--- config.mk ---
export PLATFORM = sky130hd
export DESIGN_NAME = cfu_requant
export DESIGN_NICKNAME = d
export VERILOG_FILES = /design/src/rtl/cfu_pkg.sv /design/src/rtl/requant_srdhm.sv /design/src/rtl/cfu_requant.sv
export SDC_FILE = /design/constraint.sdc
export NUM_CORES = 2
export LEC_CHECK = 0
export ABC_AREA = 1
export CAP_MARGIN = 30
export CORE_MARGIN = 2
export CORE_UTILIZATION = 47
export CTS_CLUSTER_SIZE = 25
export DETAILED_ROUTE_END_ITERATION = 10
export MAX_ROUTING_LAYER = met4
export PLACE_DENSITY_LB_ADDON = 0.2
export SYNTH_ARGS = -nofsm -noshare
export SYNTH_HDL_FRONTEND = slang
export SYNTH_HIERARCHICAL = 1
export SYNTH_SLANG_ARGS = --single-unit
--- constraint.sdc ---
create_clock -name clk -period 24.4 [get_ports clk]
set_clock_uncertainty 0.15 [all_clocks]
set_input_delay 3.66 -clock clk [delete_from_list [all_inputs] [get_ports clk]]
set_output_delay 3.66 -clock clk [all_outputs]
set_load 0.005 [all_outputs]
--- src/rtl/cfu_pkg.sv ---
// Shared constants and types for the requantization CFU stage.
// Holds command codes, FSM states and configuration reset values.
package cfu_pkg;

    localparam logic [6:0] FN_REQUANT   = 7'd0;
    localparam logic [6:0] FN_SET_SCALE = 7'd1;
    localparam logic [6:0] FN_SET_OUT   = 7'd2;

    typedef enum logic [2:0] {
        ST_IDLE,
        ST_ADD,
        ST_MUL,
        ST_RND,
        ST_RESP
    } state_t;

    localparam logic [31:0] MULT_RESET       = 32'd0;
    localparam logic [5:0]  SHIFT_RESET      = 6'd0;
    localparam logic [15:0] OUT_OFFSET_RESET = 16'd0;
    localparam logic [7:0]  ACT_MIN_RESET    = 8'h80;
    localparam logic [7:0]  ACT_MAX_RESET    = 8'h7F;

    // Signed 6-bit shift limited to [-31, 30] so the shifters never see 32 or 31-left.
    function automatic logic [5:0] sat_shift(input logic [5:0] raw);
        if (raw == 6'b100000) begin
            return 6'b100001;
        end else if (raw == 6'b011111) begin
            return 6'b011110;
        end else begin
            return raw;
        end
    endfunction

endpackage

--- src/rtl/requant_srdhm.sv ---
// Saturating rounding doubling high multiply with a registered result.
// The only overflowing operand pair (both most-negative) saturates to max positive.
module requant_srdhm (
    input  logic        clk,
    input  logic        reset,
    input  logic        en,
    input  logic [31:0] a,
    input  logic [31:0] b,
    output logic [31:0] m
);

    logic signed [63:0] a_ext;
    logic signed [63:0] b_ext;
    logic signed [63:0] prod;
    logic signed [63:0] nudge;
    logic signed [63:0] sum;
    logic signed [63:0] biased;
    logic               saturate;
    logic [31:0]        m_next;
    logic [31:0]        unused_bits;

    // Biasing negative sums by 2^31-1 turns the arithmetic shift into truncation toward zero.
    always_comb begin
        a_ext    = {{32{a[31]}}, a};
        b_ext    = {{32{b[31]}}, b};
        prod     = a_ext * b_ext;
        nudge    = prod[63] ? 64'shFFFF_FFFF_C000_0001 : 64'sh0000_0000_4000_0000;
        sum      = prod + nudge;
        biased   = sum[63] ? (sum + 64'sh0000_0000_7FFF_FFFF) : sum;
        saturate = (a == 32'h8000_0000) && (b == 32'h8000_0000);
        m_next   = saturate ? 32'h7FFF_FFFF : biased[62:31];
    end

    assign unused_bits = {biased[63], biased[30:0]};

    always_ff @(posedge clk) begin
        if (reset) begin
            m <= 32'd0;
        end else if (en) begin
            m <= m_next;
        end
    end

endmodule

--- src/rtl/cfu_requant.sv ---
// Requantization CFU stage: bias add, fixed-point rescale, rounding shift,
// output offset and activation clamp, returned as a sign-extended int8.
module cfu_requant
    import cfu_pkg::*;
(
    input  logic        clk,
    input  logic        reset,
    input  logic        cmd_valid,
    output logic        cmd_ready,
    input  logic [9:0]  cmd_payload_function_id,
    input  logic [31:0] cmd_payload_inputs_0,
    input  logic [31:0] cmd_payload_inputs_1,
    output logic        rsp_valid,
    input  logic        rsp_ready,
    output logic [31:0] rsp_payload_outputs_0
);

    state_t             state, state_next;
    logic [6:0]         funct7;
    logic [2:0]         unused_fn_bits;
    logic               accept;
    logic [31:0]        mult;
    logic [5:0]         shift;
    logic [15:0]        out_offset;
    logic [7:0]         act_min, act_max;
    logic [31:0]        op_a, op_b;
    logic               is_requant;
    logic [31:0]        x1;
    logic [31:0]        m;
    logic [31:0]        result;
    logic [4:0]         ls, rs;
    logic [31:0]        mask, rem, thr, m_shr, r;
    logic signed [32:0] v, min_ext, max_ext, lo_clamped, y;
    logic [24:0]        unused_y_bits;
    logic [31:0]        result_next;

    assign funct7         = cmd_payload_function_id[9:3];
    assign unused_fn_bits = cmd_payload_function_id[2:0];
    assign cmd_ready      = (state == ST_IDLE);
    assign rsp_valid      = (state == ST_RESP);
    assign accept         = cmd_valid && cmd_ready;
    assign rsp_payload_outputs_0 = result;

    always_ff @(posedge clk) begin
        if (reset) begin
            state <= ST_IDLE;
        end else begin
            state <= state_next;
        end
    end

    // Config commands pass through RND so their response lands one cycle after accept.
    always_comb begin
        state_next = state;
        case (state)
            ST_IDLE: if (cmd_valid) state_next = (funct7 == FN_REQUANT) ? ST_ADD : ST_RND;
            ST_ADD:  state_next = ST_MUL;
            ST_MUL:  state_next = ST_RND;
            ST_RND:  state_next = ST_RESP;
            ST_RESP: if (rsp_ready) state_next = ST_IDLE;
            default: state_next = ST_IDLE;
        endcase
    end

    always_ff @(posedge clk) begin
        if (reset) begin
            mult       <= MULT_RESET;
            shift      <= SHIFT_RESET;
            out_offset <= OUT_OFFSET_RESET;
            act_min    <= ACT_MIN_RESET;
            act_max    <= ACT_MAX_RESET;
            op_a       <= 32'd0;
            op_b       <= 32'd0;
            is_requant <= 1'b0;
        end else if (accept) begin
            op_a       <= cmd_payload_inputs_0;
            op_b       <= cmd_payload_inputs_1;
            is_requant <= (funct7 == FN_REQUANT);
            if (funct7 == FN_SET_SCALE) begin
                mult  <= cmd_payload_inputs_0;
                shift <= sat_shift(cmd_payload_inputs_1[5:0]);
            end else if (funct7 == FN_SET_OUT) begin
                out_offset <= cmd_payload_inputs_0[15:0];
                act_min    <= cmd_payload_inputs_1[7:0];
                act_max    <= cmd_payload_inputs_1[15:8];
            end
        end
    end

    assign ls = shift[5] ? 5'd0 : shift[4:0];
    assign rs = shift[5] ? (~shift[4:0] + 5'd1) : 5'd0;

    always_ff @(posedge clk) begin
        if (reset) begin
            x1 <= 32'd0;
        end else if (state == ST_ADD) begin
            x1 <= (op_a + op_b) << ls;
        end
    end

    requant_srdhm u_srdhm (
        .clk   (clk),
        .reset (reset),
        .en    (state == ST_MUL),
        .a     (x1),
        .b     (mult),
        .m     (m)
    );

    // Round-half-away-from-zero right shift, then offset and clamp in 33 bits so nothing wraps.
    always_comb begin
        mask       = (32'd1 << rs) - 32'd1;
        rem        = m & mask;
        thr        = (mask >> 1) + {31'd0, m[31]};
        m_shr      = $signed(m) >>> rs;
        r          = m_shr + {31'd0, (rem > thr)};
        v          = $signed({r[31], r}) + $signed({{17{out_offset[15]}}, out_offset});
        min_ext    = $signed({{25{act_min[7]}}, act_min});
        max_ext    = $signed({{25{act_max[7]}}, act_max});
        lo_clamped = (v < min_ext) ? min_ext : v;
        y          = (lo_clamped > max_ext) ? max_ext : lo_clamped;
        result_next = {{24{y[7]}}, y[7:0]};
    end

    assign unused_y_bits = y[32:8];

    always_ff @(posedge clk) begin
        if (reset) begin
            result <= 32'd0;
        end else if (state == ST_RND) begin
            result <= is_requant ? result_next : 32'd0;
        end
    end

endmodule

==> flow_summary_export.csv <==
group,metric,value,unit
worst_setup_path,crit_required,24.66,ns
floorplanning,die_y,373.8,um
synth,yosys_warnings,6,
detailed_routing,vias,58120,
detailed_routing,wl_per_cell,17.94,um
floorplanning,rows,135,
finish,layout-drive-gt1-share,3.984,%
synth,synth_top_family_by_area,"adder cells",
sta,worstMarginPinSlew,1.032,ns
sta,layout_setup_ws,9.185,ns
clock_network,clock_latency,0.57,ns
power,power_density,20.06,nW/um2
worst_setup_path,crit_top_cell,"nand2_1",
outcome,outcome,"completed",
sta,tns,0,ns
floorplanning,die-area,139700,um2
clock_network,clk_pin_slew_worst_paths,0.06,ns
worst_setup_path,path_max_fanout,33,
worst_setup_path,worst_setup_path_start_kind,"flip-flop",
sta,slew_headroom,31.22,%
finish,stdcell_count,11150,
hold_path,min_from,"is_requant",
worst_setup_path,end_kind,"flip-flop",
grt,antenna_found_initial,2,
worst_setup_path,max_stage_delay,0.87,ns
synth,synthMuxAreaShare,0.06229,%
finish,fillers,13940,
place,port_buffers,108,
synth,synth_area_per_cell,6.744,um2
worst_setup_path,crit_type,"reg2reg",
synth,syn_area,64270,um2
synth,synth_simple_gate_area_share,27.75,%
synth,ys.flop_type,"dfxtp_1",
finish,final_area,67350,um2
worst_setup_path,critPathBufInv,10,
synth,yosys-top-cells-area,"fa_1 34%, nand2_1 17%, inv_1 13%",
place,gp_congestion,1.012,
grt,grt_usage,29.94,%
sta,finalHoldViolations,0,
place,dp_slack,9.216,ns
clock_network,cts_max_path_buffers,3,
grt,grt.overflow.total,0,
worst_setup_path,crit_path_start,"shift[0]",
synth,synth_area_leader_cell,"fa_1",
power,power_leakage,38.10,nW
synth,synth_fp_nets,11070,
floorplanning,die_width,373.8,um
place,placed_area,66540,um2
hold_path,holdCritPathClass,"reg2reg",
floorplanning,coreArea,135600,um2
sta,rsz0062_at_grt,"false",
finish,num-nets-final,10880,
clock_network,clockRootBuffer,"clkbuf_16",
grt,grt_pass1_vias,60050,
worst_setup_path,slowest_stage,"nor2_2",
clock_network,cts_tree,"done",
floorplanning,ios,112,
clock_network,cts_htree_levels,1,
finish,layout_commonest_cell,"nand2_1",
grt,grt_max_degree,77,
detailed_routing,finalWirelength,199900,um
finish,mostFrequentLayoutCells,"2839 x nand2_1, 2189 x inv_1, 1084 x fa_1",
detailed_routing,vias_per_cell,5.214,
detailed_routing,drt-initial-drc-count,4218,
finish,syn_to_final_growth,4.793,%
synth,syn_inst,9530,
place,dp_cells,11100,
synth,synth_top_cell_area_share,33.76,%
job,cap_violations,0,
worst_setup_path,path_delay_family,"simple AND/OR/NAND/NOR gates",
clock_network,cts_hold_buf,0,
synth,synth_edf_count,0,
detailed_routing,drc,0,
sta,finalCritPeriodShare,62.36,%
sta,finalMaxSlewViolations,0,
clock_network,cts_resized,0,
place,dp_hpwl,162500,um
grt,grt_pass1_wl,324500,um
synth,synth_cell_types,72,
clock_network,numCtsBuffers,25,
synth,ys_seq_area_share,6.541,%
clock_network,postCtsSetupRepairBufs,0,
worst_setup_path,cp_data_arrival_time,15.48,ns
sta,period_minus_slack,15.21,ns
synth,synth_seq_cells,210,
worst_setup_path,regToRegStartpoint,"shift[0]",
synth,synthAdderAreaFrac,41.04,%
synth,synth-compound-area-share,6.798,%
floorplanning,start_util,47.39,%
sta,max_clock_freq,0.06573,GHz
clock_network,cts_sinks,210,
detailed_routing,first_pass_iters,6,
sta,setup_viol,0,
power,irDropWorstVdd,0.05874,mV
synth,synth-async-reset-ratio,0,%
detailed_routing,ant_nets,0,
synth,synth-xor-area-share,1.931,%
-- kinds of logic (layout without fill, tap and decap cells) --
family                   count (synthesis)  count (layout)
buffers and inverters                 2659            2492
AO/OA/AOI/OAI                          798             798
adder cells (fa/ha/maj)               1458            1458
flip-flops                             210             210
other                                    2               3
AND/OR/NAND/NOR                       4265            4265
multiplexers                             4               4
XOR/XNOR                               134             134
-- layer usage --
metal  track usage, %  vias to the layer above  wire length, um
met3            2.499                      347             9693
li1                 -                    27910                -
met5                -                        -                0
met4            9.380                        0             7101
met2            51.88                     1568            99060
met1            37.04                    28290            84080
-- synthesized netlist by cell type, types with 26 or more instances --
cell / number
o211ai_1: 28
nor2_2: 56
clkbuf_1: 343
nand3_1: 511
nor2_1: 536
fa_1: 1084
xnor2_1: 60
ha_1: 374
nand4_1: 103
nor3_1: 52
o21ai_1: 56
a21oi_1: 384
xor2_1: 65
o21ai_0: 222
nand2_2: 31
dfxtp_1: 210
buf_4: 26
inv_2: 55
nand2_1: 2840
inv_1: 2191
-- flip-flops by register name, indices dropped and copies added (netlist names) --
name and flops:
mult 32, op_a 32, op_b 32, u_srdhm/m 32
x1 32, out_offset 16, act_max 8, act_min 8
rsp_payload_outputs_0 8, shift 6, state 3, is_requant 1
-- cell type report --
cell class / count / area, um2 / area share, %
multi-input cells: 6661 / 49910 / 74.10
inverters: 2254 / 8462 / 12.56
flip-flops and latches: 210 / 4209 / 6.249
well taps: 1781 / 2228 / 3.308
repair buffers: 192 / 1724 / 2.560
clock buffers: 34 / 689.4 / 1.024
clock inverters: 12 / 126.4 / 0.1876
diodes: 1 / 2.502 / 0.003715
-- metrics by stage --
stage / power [W] / hold WS [ns] / util (%)
global route: 0.001443 / 0.3327 / 49.66
detailed placement: 0.0009739 / 0.3025 / 49.05
floorplan: 0.0007751 / 0.2800 / -
finish: 0.001351 / 0.3120 / 49.66
global placement: 0.0009690 / 0.2950 / 49.03
CTS: 0.001354 / 0.3114 / 49.66
-- final timing paths --
path	to	slack (ns)	cells after the start
worst min register to register	is_requant	0.31	2
worst min-delay path	is_requant	0.31	2
worst max-delay path	rsp_payload_outputs_0[2]	9.19	69
worst max register to register	rsp_payload_outputs_0[2]	9.19	69
-- worst min-delay path, cell delays in order (launching register included) --
cell,delay (ns)
dfxtp_1,0.30
inv_1,0.06
a21oi_1,0.06
-- power breakdown --
group	switching [W]	total (W)	internal, W
Combinational	0.000396	0.000567	0.000171
Sequential	0.0000343	0.000407	0.000373
Clock	0.000165	0.000377	0.000212
Power figures use the tool's default switching activity.
